--- src/rtl/lsu_pkg.sv ---
// Shared encodings for the load/store alignment unit: funct3 codes, FSM states,
// base byte-enable patterns and small decode helpers.
package lsu_pkg;

    localparam logic [2:0] F3_B  = 3'b000;
    localparam logic [2:0] F3_H  = 3'b001;
    localparam logic [2:0] F3_W  = 3'b010;
    localparam logic [2:0] F3_BU = 3'b100;
    localparam logic [2:0] F3_HU = 3'b101;

    typedef enum logic [1:0] {
        IDLE = 2'b00,
        ACC0 = 2'b01,
        ACC1 = 2'b10,
        RESP = 2'b11
    } lsu_state_t;

    localparam logic [3:0] BE_B = 4'b0001;
    localparam logic [3:0] BE_H = 4'b0011;
    localparam logic [3:0] BE_W = 4'b1111;

    // Stores only know B/H/W; loads add the unsigned byte/half forms.
    function automatic logic f3_legal(input logic we, input logic [2:0] f3);
        logic ok;
        case (f3)
            F3_B, F3_H, F3_W: ok = 1'b1;
            F3_BU, F3_HU:     ok = ~we;
            default:          ok = 1'b0;
        endcase
        return ok;
    endfunction

    function automatic logic [3:0] base_be(input logic [2:0] f3);
        logic [3:0] be;
        case (f3[1:0])
            2'b00:   be = BE_B;
            2'b01:   be = BE_H;
            2'b10:   be = BE_W;
            default: be = 4'b0000;
        endcase
        return be;
    endfunction

endpackage

--- src/rtl/lsu_lane_shift.sv ---
// Combinational lane steering: builds the two-word byte-enable/write-data image of
// a store and extracts/extends load data from the two captured words.
import lsu_pkg::*;

module lsu_lane_shift (
    input  logic [2:0]  funct3,
    input  logic [1:0]  off,
    input  logic [31:0] wdata,
    input  logic [31:0] lo,
    input  logic [31:0] hi,
    output logic [7:0]  wide_be,
    output logic [63:0] wide_wdata,
    output logic [31:0] load_data
);

    logic [31:0] shifted;

    // Store side: slide enables and data up by the byte offset across an 8-lane window.
    always_comb begin
        wide_be    = {4'b0000, base_be(funct3)} << off;
        wide_wdata = {32'h0000_0000, wdata} << {off, 3'b000};
    end

    // Load side: bring the addressed bytes down to lane 0, then size and extend.
    always_comb begin
        shifted = 32'({hi, lo} >> {off, 3'b000});
        case (funct3)
            F3_B:    load_data = {{24{shifted[7]}}, shifted[7:0]};
            F3_H:    load_data = {{16{shifted[15]}}, shifted[15:0]};
            F3_W:    load_data = shifted;
            F3_BU:   load_data = {24'h00_0000, shifted[7:0]};
            F3_HU:   load_data = {16'h0000, shifted[15:0]};
            default: load_data = 32'h0000_0000;
        endcase
    end

endmodule

--- src/rtl/lsu_align.sv ---
// Load/store alignment unit: turns one RV32 load/store into one or two word-aligned
// byte-enabled memory accesses and returns extended load data.
import lsu_pkg::*;

module lsu_align #(
    parameter int DATA_WIDTH = 32,
    parameter int ADDR_WIDTH = 32
) (
    input  logic                  clk,
    input  logic                  rst_n,
    input  logic                  req_valid,
    output logic                  req_ready,
    input  logic                  req_we,
    input  logic [2:0]            req_funct3,
    input  logic [ADDR_WIDTH-1:0] req_addr,
    input  logic [DATA_WIDTH-1:0] req_wdata,
    output logic                  resp_valid,
    output logic [DATA_WIDTH-1:0] resp_rdata,
    output logic                  resp_err,
    output logic [ADDR_WIDTH-1:0] mem_addr,
    output logic                  mem_wr_en,
    output logic [3:0]            mem_be,
    output logic [DATA_WIDTH-1:0] mem_wdata,
    input  logic [DATA_WIDTH-1:0] mem_rdata
);

    lsu_state_t            state;
    logic                  we_q;
    logic [2:0]            f3_q;
    logic [ADDR_WIDTH-1:0] addr_q;
    logic [DATA_WIDTH-1:0] wdata_q;
    logic [DATA_WIDTH-1:0] lo;
    logic [DATA_WIDTH-1:0] hi;
    logic                  wr_q;

    logic [2:0]            sel_f3;
    logic [1:0]            sel_off;
    logic [DATA_WIDTH-1:0] sel_wdata;
    logic [DATA_WIDTH-1:0] lo_in;
    logic [DATA_WIDTH-1:0] hi_in;
    logic [7:0]            wide_be;
    logic [63:0]           wide_wdata;
    logic [DATA_WIDTH-1:0] load_data;
    logic                  legal;
    logic                  accept;
    logic                  split;
    logic [ADDR_WIDTH-1:0] base_addr;

    // In IDLE the lane logic looks at the incoming request so ACC0 outputs can be registered at accept.
    always_comb begin
        if (state == IDLE) begin
            sel_f3    = req_funct3;
            sel_off   = req_addr[1:0];
            sel_wdata = req_wdata;
        end else begin
            sel_f3    = f3_q;
            sel_off   = addr_q[1:0];
            sel_wdata = wdata_q;
        end
    end

    // The word being read this cycle is folded in before it lands in lo/hi.
    always_comb begin
        lo_in = lo;
        hi_in = hi;
        if (state == ACC0) begin
            lo_in = mem_rdata;
        end else if (state == ACC1) begin
            hi_in = mem_rdata;
        end else begin
            lo_in = lo;
            hi_in = hi;
        end
    end

    lsu_lane_shift u_lane_shift (
        .funct3     (sel_f3),
        .off        (sel_off),
        .wdata      (sel_wdata),
        .lo         (lo_in),
        .hi         (hi_in),
        .wide_be    (wide_be),
        .wide_wdata (wide_wdata),
        .load_data  (load_data)
    );

    assign legal     = f3_legal(req_we, req_funct3);
    assign accept    = req_valid & req_ready;
    assign split     = |wide_be[7:4];
    assign base_addr = {addr_q[ADDR_WIDTH-1:2], 2'b00};
    // Write strobe is cut by reset within the same cycle, not just at the next edge.
    assign mem_wr_en = wr_q & rst_n;

    // Access sequencer with all response and memory-side outputs registered.
    always_ff @(posedge clk) begin
        if (!rst_n) begin
            state      <= IDLE;
            we_q       <= 1'b0;
            f3_q       <= 3'b000;
            addr_q     <= '0;
            wdata_q    <= '0;
            lo         <= '0;
            hi         <= '0;
            wr_q       <= 1'b0;
            req_ready  <= 1'b1;
            resp_valid <= 1'b0;
            resp_rdata <= '0;
            resp_err   <= 1'b0;
            mem_addr   <= '0;
            mem_be     <= 4'b0000;
            mem_wdata  <= '0;
        end else begin
            case (state)
                IDLE: begin
                    resp_valid <= 1'b0;
                    resp_rdata <= '0;
                    resp_err   <= 1'b0;
                    if (accept) begin
                        we_q      <= req_we;
                        f3_q      <= req_funct3;
                        addr_q    <= req_addr;
                        wdata_q   <= req_wdata;
                        lo        <= '0;
                        hi        <= '0;
                        req_ready <= 1'b0;
                        if (legal) begin
                            state     <= ACC0;
                            mem_addr  <= {req_addr[ADDR_WIDTH-1:2], 2'b00};
                            mem_be    <= wide_be[3:0];
                            mem_wdata <= wide_wdata[31:0];
                            wr_q      <= req_we;
                        end else begin
                            state      <= RESP;
                            resp_valid <= 1'b1;
                            resp_err   <= 1'b1;
                        end
                    end
                end
                ACC0: begin
                    if (!we_q) begin
                        lo <= mem_rdata;
                    end
                    if (split) begin
                        state     <= ACC1;
                        mem_addr  <= base_addr + ADDR_WIDTH'(4);
                        mem_be    <= wide_be[7:4];
                        mem_wdata <= wide_wdata[63:32];
                        wr_q      <= we_q;
                    end else begin
                        state      <= RESP;
                        resp_valid <= 1'b1;
                        resp_rdata <= we_q ? '0 : load_data;
                        mem_addr   <= '0;
                        mem_be     <= 4'b0000;
                        mem_wdata  <= '0;
                        wr_q       <= 1'b0;
                    end
                end
                ACC1: begin
                    if (!we_q) begin
                        hi <= mem_rdata;
                    end
                    state      <= RESP;
                    resp_valid <= 1'b1;
                    resp_rdata <= we_q ? '0 : load_data;
                    mem_addr   <= '0;
                    mem_be     <= 4'b0000;
                    mem_wdata  <= '0;
                    wr_q       <= 1'b0;
                end
                RESP: begin
                    state      <= IDLE;
                    req_ready  <= 1'b1;
                    resp_valid <= 1'b0;
                    resp_rdata <= '0;
                    resp_err   <= 1'b0;
                end
                default: begin
                    state      <= IDLE;
                    req_ready  <= 1'b1;
                    resp_valid <= 1'b0;
                    resp_rdata <= '0;
                    resp_err   <= 1'b0;
                    mem_addr   <= '0;
                    mem_be     <= 4'b0000;
                    mem_wdata  <= '0;
                    wr_q       <= 1'b0;
                end
            endcase
        end
    end

endmodule

--- config.mk ---
export PLATFORM = sky130hd
export DESIGN_NAME = lsu_align
export DESIGN_NICKNAME = d
export VERILOG_FILES = /design/src/rtl/lsu_pkg.sv /design/src/rtl/lsu_lane_shift.sv /design/src/rtl/lsu_align.sv
export SDC_FILE = /design/constraint.sdc
export NUM_CORES = 1
export LEC_CHECK = 0
export CORE_MARGIN = 5
export CORE_UTILIZATION = 30
export CTS_CLUSTER_SIZE = 40
export DETAILED_ROUTE_END_ITERATION = 10
export PLACE_DENSITY = 0.54
export SYNTH_ARGS = -nofsm -noshare
export SYNTH_HDL_FRONTEND = slang
export SYNTH_SLANG_ARGS = --single-unit
--- constraint.sdc ---
create_clock -name clk -period 4.2 [get_ports clk]
set_input_delay 1.05 -clock clk [delete_from_list [all_inputs] [get_ports clk]]
set_output_delay 1.05 -clock clk [all_outputs]
set_load 0.005 [all_outputs]
# Word level (Yosys, flattened, before mapping)
# Index checks and enable logic that the tools add are counted.
dict set report op_classes {
  addsub 1
  n_mul 0
  div_mod_pow 0
  order_cmp 0
  eq_ne 18
  shift 3
  n_mux 43
  n_bitwise 3
  reduce_logical 17
}
# op n
set ops {}
lappend ops {{32-bit 2-to-1 mux} 14}
lappend ops {{32-bit case mux with 3 select lines} 3}
lappend ops {{32-bit case mux with 5 select lines} 1}
lappend ops {{32-bit case mux with 2 select lines} 2}
lappend ops {{32-bit by 5-bit << shifter with 64-bit output} 1}
lappend ops {{64-bit by 5-bit right shift with 32-bit output} 1}
lappend ops {{32-bit by 3-bit adder with 32-bit output (second input constant)} 1}
lappend ops {{4-bit case mux with 3 select lines} 2}
lappend ops {{3-bit == test (second input constant)} 4}
lappend ops {{4-bit 2-to-1 mux} 3}
lappend ops {{2-bit inequality test (second input constant)} 5}
lappend ops {{3-bit AND reduction} 3}
lappend ops {{1-bit 2-to-1 mux} 8}
lappend ops {{2-bit case mux with 4 select lines} 1}
lappend ops {{4-bit by 2-bit << shifter with 8-bit output} 1}
lappend ops {{2-bit == test (second input constant)} 3}
lappend ops {{3-bit by 1-bit == test with 1-bit output (second input constant)} 2}
lappend ops {{3-bit by 2-bit == test with 1-bit output (second input constant)} 2}
lappend ops {{3-bit zero test} 2}
lappend ops {{2-bit 2-to-1 mux} 3}
lappend ops {{1-bit case mux with 2 select lines} 3}
lappend ops {{2-bit nonzero test} 3}
lappend ops {{2-bit by 1-bit == test with 1-bit output (second input constant)} 2}
lappend ops {{2-bit zero test} 2}
lappend ops {{other kinds (10)} 13}
dict set report word_totals {
  reg_bits 238
  latch_bits 0
  ram_bits 0
  mem_bits_ro 0
  input_bits 103
  output_inout_bits 104
  word_cells 100
  n_memories 0
}

# Depth between registers and ports, before layout
# Gate-level depths: netlist (run 1).
dict set report depth {
  word_depth 8
  mapped_depth 13
  ltp_nobuf 9
}

# By module
# From an unflattened synthesis (run 1), not the netlist that was laid out.
dict set report unflattened {
  hier_cells 1572
  area_unflattened_um2 13008.7
}
# mod n_inst cells_per_inst area_per_inst_um2 seq_area_each_um2
set by_module_without_submodules {}
lappend by_module_without_submodules {lsu_align 1 1315 10752.8 4724.5}
lappend by_module_without_submodules {lsu_lane_shift 1 257 2255.9 0.0}

# Least setup slack after synthesis (run 1)
# Ideal clock, no wire load.
dict set report synth_timing {
  kind {reg2reg}
  start {register state[0]}
  end {register resp_rdata[30]}
  setup_time_ps 91
  arrival_time_ps 3215
  required_time_ps 4109
  slack_ps 894
  stages_incl_launch_ff 13
  n_path_buf 4
  period_less_slack_ps 3306
  cell_sequence {dfxtp_1 -> inv_1 -> ha_1 -> buf_4 -> buf_2 -> buf_2 -> mux2_2 -> ha_1 -> or3_1 -> a21boi_1 -> clkbuf_1 -> nand2_1 -> a311oi_1}
}
dict set report synth_between {
  elab_chain_cells 8
  word_cells_on_any_way 27
  cone_classes {eq/ne (10); shift (2); mux (10); reduce/logical (5)}
}
# element line
set synth_rtl {}
lappend synth_rtl {{from (decl)} lsu_align.sv:27} ;# lsu_state_t state;
lappend synth_rtl {{from (signal assigned)} lsu_align.sv:97} ;# state <= IDLE;
lappend synth_rtl {{from (signal assigned)} lsu_align.sv:127} ;# state <= ACC0;
lappend synth_rtl {{from (signal assigned)} lsu_align.sv:133} ;# state <= RESP;
lappend synth_rtl {{2-bit == test} {lsu_align.sv:68, lsu_align.sv:113}}
lappend synth_rtl {{32-bit 2-to-1 mux} lsu_align.sv:68} ;# end else if (state == ACC1) begin
lappend synth_rtl {{32-bit 2-to-1 mux} lsu_align.sv:66} ;# if (state == ACC0) begin
lappend synth_rtl {{64-bit by 5-bit right shift with 32-bit output} lsu_lane_shift.sv:26} ;# shifted = 32'({hi, lo} >> {off, 3'b000});
lappend synth_rtl {{32-bit case mux with 5 select lines} lsu_lane_shift.sv:27} ;# case (funct3)
lappend synth_rtl {{32-bit 2-to-1 mux} {lsu_align.sv:152, lsu_align.sv:165}}
lappend synth_rtl {{32-bit 2-to-1 mux} lsu_align.sv:143} ;# if (split) begin
lappend synth_rtl {{32-bit case mux with 3 select lines} lsu_align.sv:113} ;# case (state)
lappend synth_rtl {{to (signal assigned)} lsu_align.sv:152} ;# resp_rdata <= we_q ? '0 : load_data;
lappend synth_rtl {{to (signal assigned)} lsu_align.sv:165} ;# resp_rdata <= we_q ? '0 : load_data;
lappend synth_rtl {{to (decl)} lsu_align.sv:18} ;# output logic [DATA_WIDTH-1:0] resp_rdata,
# Parallel ways exist; a longest one is shown, timed or not. The select of a mux whose other input is x is not followed.
# A chain may end at the register's enable or synchronous reset.

# Worst setup path after layout (run 1)
dict set report layout_timing {
  start {register state[1]}
  end {register resp_rdata[12]}
}
# The elaborated chain is that of the path after synthesis.

==> results of run 1 <==
-- kinds of logic (layout without fill, tap and decap cells) --
family	count (synthesis)	in the layout	synth area share, %
AOI/OAI and AO/OA	370	370	18.8
xor gates and xnor gates	29	29	2.04
adders and majority gates	10	10	1.01
buffers and inverters	145	316	5.06
DFF	228	228	36.7
muxes	165	165	17.5
other	1	5	0.0302
and+or+nand+nor	499	499	18.8
-- worst min path at each step --
stage                  start            end  slack [ps]  cells past startpoint
2_1_floorplan          lo[0]          lo[0]         430                      2
3_3_place_gp           lo[1]          lo[1]         440                      2
3_5_place_dp           lo[1]          lo[1]         450                      2
4_1_cts                lo[1]          lo[1]         450                      2
5_1_grt        mem_wdata[25]  mem_wdata[25]         470                      2
6_report               lo[1]          lo[1]         450                      2
-- state kept, by name, summed over array words and instances (netlist names), 4 cells and up --
register	count
mem_addr	30
hi	24
mem_wdata	32
addr_q	32
mem_be	4
wdata_q	32
resp_rdata	32
lo	32
-- through the flow --
step | worst slack, ps | power (mW)
2_1_floorplan | 894 | 6.36
3_3_place_gp | 513 | 8.26
3_5_place_dp | 423 | 8.29
4_1_cts | 812 | 10.7
5_1_grt | 581 | 11.3
6_report | 808 | 10.6
-- layer usage --
layer	wire, um	vias up	track usage [%]	part of all wire [%]
li1	-	5585	-	-
met1	19100	5607	25.1	45
met2	19600	398	28.2	46
met3	3030	64	3.41	7.1
met4	1160	4	5.13	2.7
met5	33	-	0	0.077
-- final cells by class --
type | instances | share of cell area, %
clock buffers | 36 | 5.04
clock inverters | 16 | 0.747
repair buffers | 247 | 15.1
diodes | 3 | 0.0472
inverters | 17 | 0.432
well taps | 532 | 4.18
multi-input cells | 1075 | 45.8
flip-flops and latches | 228 | 28.7
-- report_power, final --
group | total, mW | switching [mW] | internal, mW
Sequential | 3.07 | 0.387 | 2.68
Combinational | 5.18 | 2.95 | 2.23
Clock | 2.39 | 0.987 | 1.41
Total | 10.6 | 4.33 | 6.31
-- worst max-delay path, stage by stage (launching register included) --
cell      delay (ps)
dfxtp_1          340
inv_1            130
ha_2             550
mux2_2           440
ha_1             320
a21oi_1          710
nor2_1           280
a221oi_1         340
a221oi_1         120
-- placed cells by master (no fill, tap or decap), drive strengths merged, types with 3 or more instances in the layout --
cell type	n
mux2	36
a31oi	7
buf	43
a311oi	18
nor2b	9
ha	10
xor2	19
nor2	40
o22a	8
inv	17
diode	3
o2bb2ai	7
a21oi	183
xnor2	10
mux4	38
nand2b	30
clkdlybuf4s50	204
o21ai	41
clkinv	11
nand4	14
nor3	18
dfxtp	228
nor3b	7
clkinvlp	4
nand2	254
o22ai	17
a21boi	5
a221oi	39
a22oi	9
nand3	80
a211oi	15
clkbuf	36
nor4b	19
nor4	7
a211o	9
mux2i	91
and2	13
==> impl_metrics.toml, run 1 <==
[cts]
root_buffer = "clkbuf_16"
h-tree-depth = 1
cts_resized = 0
numCtsBuffers = 28
clkTransAtPathRegs_ps = 60
tritoncts = "yes"
insertion_delay_ps = 550
cts.sinks = 228
cts_hold_buf = 0
postCtsSetupRepairBufs = 0
clk_path_buf_depth = 3

[timing]
slew_headroom_pct = 28.3
min_period_ps = 3390
rsz0062_at_grt = "false"
finalHoldViolations = 0
hold_slack_ps = 451
fin_crit_sh_pct = 80.8
timing.final.max_slew_violations = 0
setup_violations = 0
worstMarginPinSlew_ps = 1070
max_freq_mhz = 295
clock_skew_ps = 9.68
setup_tns_ps = 0

[global_routing]
antenna_found_initial = 4
grt_pass1_wl_mm = 65.3
grt_usage_pct = 17.9
grt_pass1_vias = 11000
grt-ovfl-total = 0
grt_max_degree = 84

[hold_path]
hold_path_class = "flop to flop"

[synth]
synth_area_per_cell_um2 = 8.59
synth_top_cell_by_area = "dfxtp_1"
ys_ff_latch = 228
synthTopCellsByCount = "nand2_1, dfxtp_1, a21oi_1, mux2i_1, nand3_1"
syn_area_um2 = 12400
yosysWarnings = 0
yosysUniqueCellTypes = 64
synth_most_common_cell = "nand2_1"
synth_top_area_share_pct = 36.7
synth_ff_type = "dfxtp_1"
syn_inst = 1447
seq_area_frac_synth_pct = 36.7
ys_top_cells_by_area = "dfxtp_1, nand2_1, a21oi_1"
async_flop_share_pct = 0
synth_edf_count = 0

[floorplanning]
fp.coreArea_um2 = 40900
die_area_um2 = 45600
rows = 74
ioPinCount = 207
initial_core_util_pct = 30.4
die_h_um = 214
die_w_um = 214

[place]
dp_cells = 2099
gp_congestion = 0.913
postPlaceCellArea_um2 = 15000
hpwl_mm = 30.7
port_buffers = 204

[setup_path]
crit_start = "state[1]"
endpoint_kind = "flop"
regToRegEndpoint = "resp_rdata[12]"
critPathRequiredTime_ps = 4590
r2r_cells = 8
start_kind = "flop"
r2r_slack_ps = 810
worstReg2RegStart = "state[1]"
critPathKind = "flop to flop"
crit_path_end = "resp_rdata[12]"
cp.arrival_ps = 3790
critPathMaxFanout = 19

[route]
drtIter0Drc = 933
first_pass_iters = 5
viasPerCell = 5.41
ant_nets = 0
wl_per_cell_um = 20.0
drc_errors = 0
wirelength_mm = 43.0
via_count = 11700

[power]
p_leak_nw = 5.45
p_per_area_nw_per_um2 = 669
ir_drop_mv = 0.297

[final_layout]
fin_cells = 2154
final_util_pct = 38.9
drive_above_1_share_pct = 11.4
fin_nets = 1710
ff_latch_area_um2 = 4560
fill_cells = 4154
syn2layout_area_growth_pct = 28.0
stdcell_area_um2 = 15900
multi_input_area_um2 = 7280

[job]
cap_violations = 0

[outcome]
outcome = "completed"
Power figures use the tool's default switching activity.
==> run 2: changes to the inputs <==
Clock period 4.2 ns to 3.2 ns, I/O delays scaled along.
==> run 2 against run 1 <==
Against the previous run: combinational power rose by 37%; sequential share of layout area shrank 0.54 points; global-route usage grew 0.39 points; sequential power rose by 31%; first-iteration DRC count rose by 4.8%; flip-flop and latch count did not move; utilization increased by 0.74 points.
==> impl_metrics.toml, run 2 (synthesized netlist as in run 1, its figures left out) <==
[final_layout]
syn2layout_area_growth_pct = 30.5
layout_commonest_cell = "nand2_1"
final_cell_mix = "nand2_1, dfxtp_1, clkdlybuf4s50_1"
fill_cells = 4136
fin_nets = 1731
drive_above_1_share_pct = 12.5

[hold_path]
hold_path_class = "flop to flop"

[timing]
finalHoldViolations = 0
worstMarginPinSlew_ps = 939
clock_skew_ps = 8.53
slew_headroom_pct = 36.4
worst_slack_ps = 309
setup_tns_ps = 0
timing.final.max_slew_violations = 0
rsz0062_at_grt = "false"
setup_violations = 0
fin_crit_sh_pct = 90.3
max_freq_mhz = 346
min_period_ps = 2890

[floorplanning]
die_area_um2 = 45600
initial_core_util_pct = 30.4
die_h_um = 214
ioPinCount = 207
rows = 74
die_w_um = 214
fp.coreArea_um2 = 40900

[route]
drtIter0Drc = 978
wirelength_mm = 43.6
viasPerCell = 5.42
drc_errors = 0
first_pass_iters = 5
wl_per_cell_um = 20.1
via_count = 11800
ant_nets = 0

[global_routing]
grt_pass1_wl_mm = 66.4
antenna_found_initial = 3
grt_usage_pct = 18.3
grt-ovfl-total = 0
grt_pass1_vias = 11200
grt_max_degree = 66

[power]
ir_drop_mv = 0.502
seq_power_share_pct = 28.1
combPwrFrac_pct = 49.7
swShare_pct = 40.1
p_sw_mw = 5.74
p_int_mw = 8.57
p_leak_nw = 5.60
clkPwrFrac_pct = 22.2
p_per_area_nw_per_um2 = 883

[place]
gp_congestion = 0.890
hpwl_mm = 30.8
dp_slack_ps = -164
port_buffers = 204

[outcome]
outcome = "completed"

[cts]
numCtsBuffers = 27
cts_resized = 0
h-tree-depth = 1
clk_path_buf_depth = 3
clkTransAtPathRegs_ps = 60
postCtsSetupRepairBufs = 0
root_buffer = "clkbuf_16"
cts_hold_buf = 0
cts.sinks = 228
tritoncts = "yes"
insertion_delay_ps = 540

[setup_path]
r2r_slack_ps = 310
critPathKind = "flop to flop"
crit_path_cell_trace = "inv_1 > ha_2 > mux2i_1 > ha_1 > buf_4 > a21oi_1 > buf_4 > nor2_1 > a221oi_1 > a221oi_1"
max_stage_delay_ps = 480
critPathRequiredTime_ps = 3630
cp_slowest_cell = "nor2_1"
endpoint_kind = "flop"
critPathMaxFanout = 9
start_kind = "flop"
cp.arrival_ps = 3330

[job]
cap_violations = 0
run 2: cell types whose count changed in the layout (fill, tap and decap cells not counted), sizes merged:
cell / delta
clkinvlp: +1
clkbuf: -3
bufinv: +2
buf: +22
clkinv: -4
run 2: power by group through the flow:
| stage | Sequential (mW) | Combinational [mW] | Clock [mW] |
|---|---|---|---|
| 2_1_floorplan | 3.96 | 4.40 | 0 |
| 5_1_grt | 4.10 | 7.71 | 3.38 |
| 4_1_cts | 4.01 | 7.17 | 3.25 |
| 3_5_place_dp | 4.07 | 7.14 | 0 |
| 6_report | 4.02 | 7.12 | 3.17 |
| 3_3_place_gp | 4.06 | 7.09 | 0 |
run 2: cell type report:
type,count,area [um2],share of cell area (%)
Inverter,17,68.8,0.424
Tap cell,532,666,4.11
Clock buffer,33,748,4.61
Timing Repair Buffer,269,2710,16.7
Antenna cell,3,7.51,0.0463
Multi-Input combinational cell,1075,7290,44.9
Clock inverter,15,166,1.03
Sequential cell,228,4560,28.2
run 2: worst max-delay path: cells and delay by family, from the launching register on:
kind / cells / cell delay, ps
buffers and inverters: 3 / 530
multiplexers: 1 / 290
AO/OA/AOI/OAI: 3 / 540
AND/OR/NAND/NOR: 1 / 480
flip-flops: 1 / 350
adder cells (fa/ha/maj): 2 / 580
run 2: layer usage:
metal  wire (um)  vias up  GRT usage (%)
li1            -     5620              -
met1       19700     5697           26.0
met2       19700      398           28.8
met3        2980       55           2.72
met4        1200        0           5.55
met5           0        -              0
run 2: stage by stage:
| step | cell area, um2 | total power [mW] | util, % | cells | hold WS (ps) |
|---|---|---|---|---|---|
| after floorplan | 12400 | 8.36 | - | 1448 | 429 |
| after global placement | 15300 | 11.1 | 37.4 | 2121 | 441 |
| after detailed placement | 15300 | 11.2 | 37.4 | 2121 | 446 |
| after CTS | 16200 | 14.4 | 39.6 | 2169 | 454 |
| after global routing | 16200 | 15.2 | 39.6 | 2170 | 472 |
| final | 16200 | 14.3 | 39.6 | 2172 | 452 |
run 2: worst paths after layout:
kind	to	startpoint	cells after the start
worst max-delay path	resp_rdata[13]	state[0]	10
worst min register to register	mem_wdata[30]	mem_wdata[30]	2
worst min-delay path	mem_wdata[30]	mem_wdata[30]	2
worst max register to register	resp_rdata[13]	state[0]	10
==> run 3: changes to the inputs <==
Settings changed: CELL_PAD_IN_SITES_DETAIL_PLACEMENT set to 1, CELL_PAD_IN_SITES_GLOBAL_PLACEMENT set to 2, DONT_BUFFER_PORTS set to 1, PLACE_DENSITY 0.54 to 0.69.
==> run 3 against run 2 <==
Against the previous run: final area is 14% lower; sequential power is 4% higher; sequential share of layout area grew 4.6 points; largest cell class unchanged.
==> impl_metrics.toml, run 3 (synthesized netlist as in run 1, its figures left out) <==
[outcome]
outcome = "completed"

[cts]
cts_hold_buf = 0
insertion_delay_ps = 570
clkTransAtPathRegs_ps = 60
tritoncts = "yes"
numCtsBuffers = 29
h-tree-depth = 1
cts.sinks = 228
clk_path_buf_depth = 3
postCtsSetupRepairBufs = 0
root_buffer = "clkbuf_16"
cts_resized = 0

[final_layout]
multi_input_area_um2 = 7300
syn2layout_area_growth_pct = 12.3
ff_latch_area_um2 = 4560
final_cell_mix = "nand2_1, dfxtp_1, a21oi_1"
drive_above_1_share_pct = 13.0
n_antenna_cell = 0
fill_cells = 4760
fin_nets = 1514
layout_commonest_cell = "nand2_1"

[timing]
setup_tns_ps = 0
rsz0062_at_grt = "false"
max_freq_mhz = 337
clock_skew_ps = 26.9
worstMarginPinSlew_ps = 912
min_period_ps = 2970
timing.final.max_slew_violations = 0
setup_violations = 0
fin_crit_sh_pct = 92.7
finalHoldViolations = 0
slew_headroom_pct = 39.1

[route]
wl_per_cell_um = 24.2
ant_nets = 0
drtIter0Drc = 632
drc_errors = 0
first_pass_iters = 5
wirelength_mm = 47.2
via_count = 11000
viasPerCell = 5.65

[setup_path]
critPathMaxFanout = 17
regToRegEndpoint = "resp_rdata[30]"
r2r_cells = 11
r2r_slack_ps = 230
critPathKind = "flop to flop"
critPathRequiredTime_ps = 3670
endpoint_kind = "flop"
start_kind = "flop"
worstReg2RegStart = "state[1]"
crit_start = "state[1]"
cp.arrival_ps = 3430

[global_routing]
grt_max_degree = 79
grt_pass1_vias = 11300
grt_pass1_wl_mm = 71.3
antenna_found_initial = 0
grt-ovfl-total = 0
grt_usage_pct = 20.0

[job]
cap_violations = 0

[floorplanning]
fp.coreArea_um2 = 40900
die_w_um = 214
die_area_um2 = 45600
initial_core_util_pct = 30.4
ioPinCount = 207
rows = 74
die_h_um = 214

[place]
gp_congestion = 0.847
port_buffers = 0
hpwl_mm = 33.4

[hold_path]
hold_start = "rst_n"
min_path_cells = 1
holdPathEnd = "req_ready"
hold_path_class = "input port to flop"

[power]
power_mw = 13.4
p_per_area_nw_per_um2 = 962
ir_drop_mv = 0.443
p_leak_nw = 4.72
run 3: changes by cell type in the layout (fill, tap and decap cells not counted), sizes merged:
| cell | delta |
|---|---|
| bufinv | -2 |
| clkdlybuf4s50 | -204 |
| clkbuf | +11 |
| inv | +1 |
| clkinv | -4 |
| diode | -3 |
| clkinvlp | -5 |
| buf | -15 |
run 3: layout make-up:
type                            instances  area share [%]
Inverter                               17           0.493
Tap cell                              532            4.77
Timing Repair Buffer                   50            3.43
Multi-Input combinational cell       1075            52.3
Clock buffer                           44            5.89
Clock inverter                          5           0.386
Sequential cell                       228            32.7
run 3: power by group:
group	total [mW]	internal [mW]	switching [mW]
combinational	6.09	2.31	3.79
sequential	4.19	3.52	0.666
clock	3.14	1.83	1.31
total	13.4	7.66	5.77
run 3: routing by layer:
layer	share of wire [%]	up-vias	GRT usage, %
met5	0	-	0
li1	-	5170	-
met1	41	5512	25.0
met3	8.4	62	6.63
met4	2.7	0	4.91
met2	47	271	33.5
run 3: worst max-delay path, cell delays in order, from the launching register on:
cell and delay (ps):
dfxtp_1 340, inv_1 140, ha_2 240, buf_4 290, mux2i_4 370, buf_4 260
nor3_1 80, buf_4 160, o21ai_4 280, buf_6 280, mux2i_1 100, a311oi_1 320
run 3: how the worst max path moves through the flow:
stage / end / slack [ps] / depth (start not counted)
after global routing: resp_rdata[30] / 10 / 11
after detailed placement: resp_rdata[24] / 170 / 11
final: resp_rdata[30] / 230 / 11
after global placement: resp_rdata[25] / 290 / 11
after CTS: resp_rdata[30] / 110 / 11
after floorplan: resp_rdata[10] / 60 / 12
run 3: through the flow:
step	util [%]	setup WS, ps	area (um2)	cells	hold WS [ps]
finish	34.1	232	14000	1951	345
floorplan	-	61.6	12400	1448	429
global route	34.1	11.0	14000	1951	330
global placement	31.9	288	13100	1902	436
CTS	34.1	114	13900	1951	311
detailed placement	31.9	174	13100	1902	448
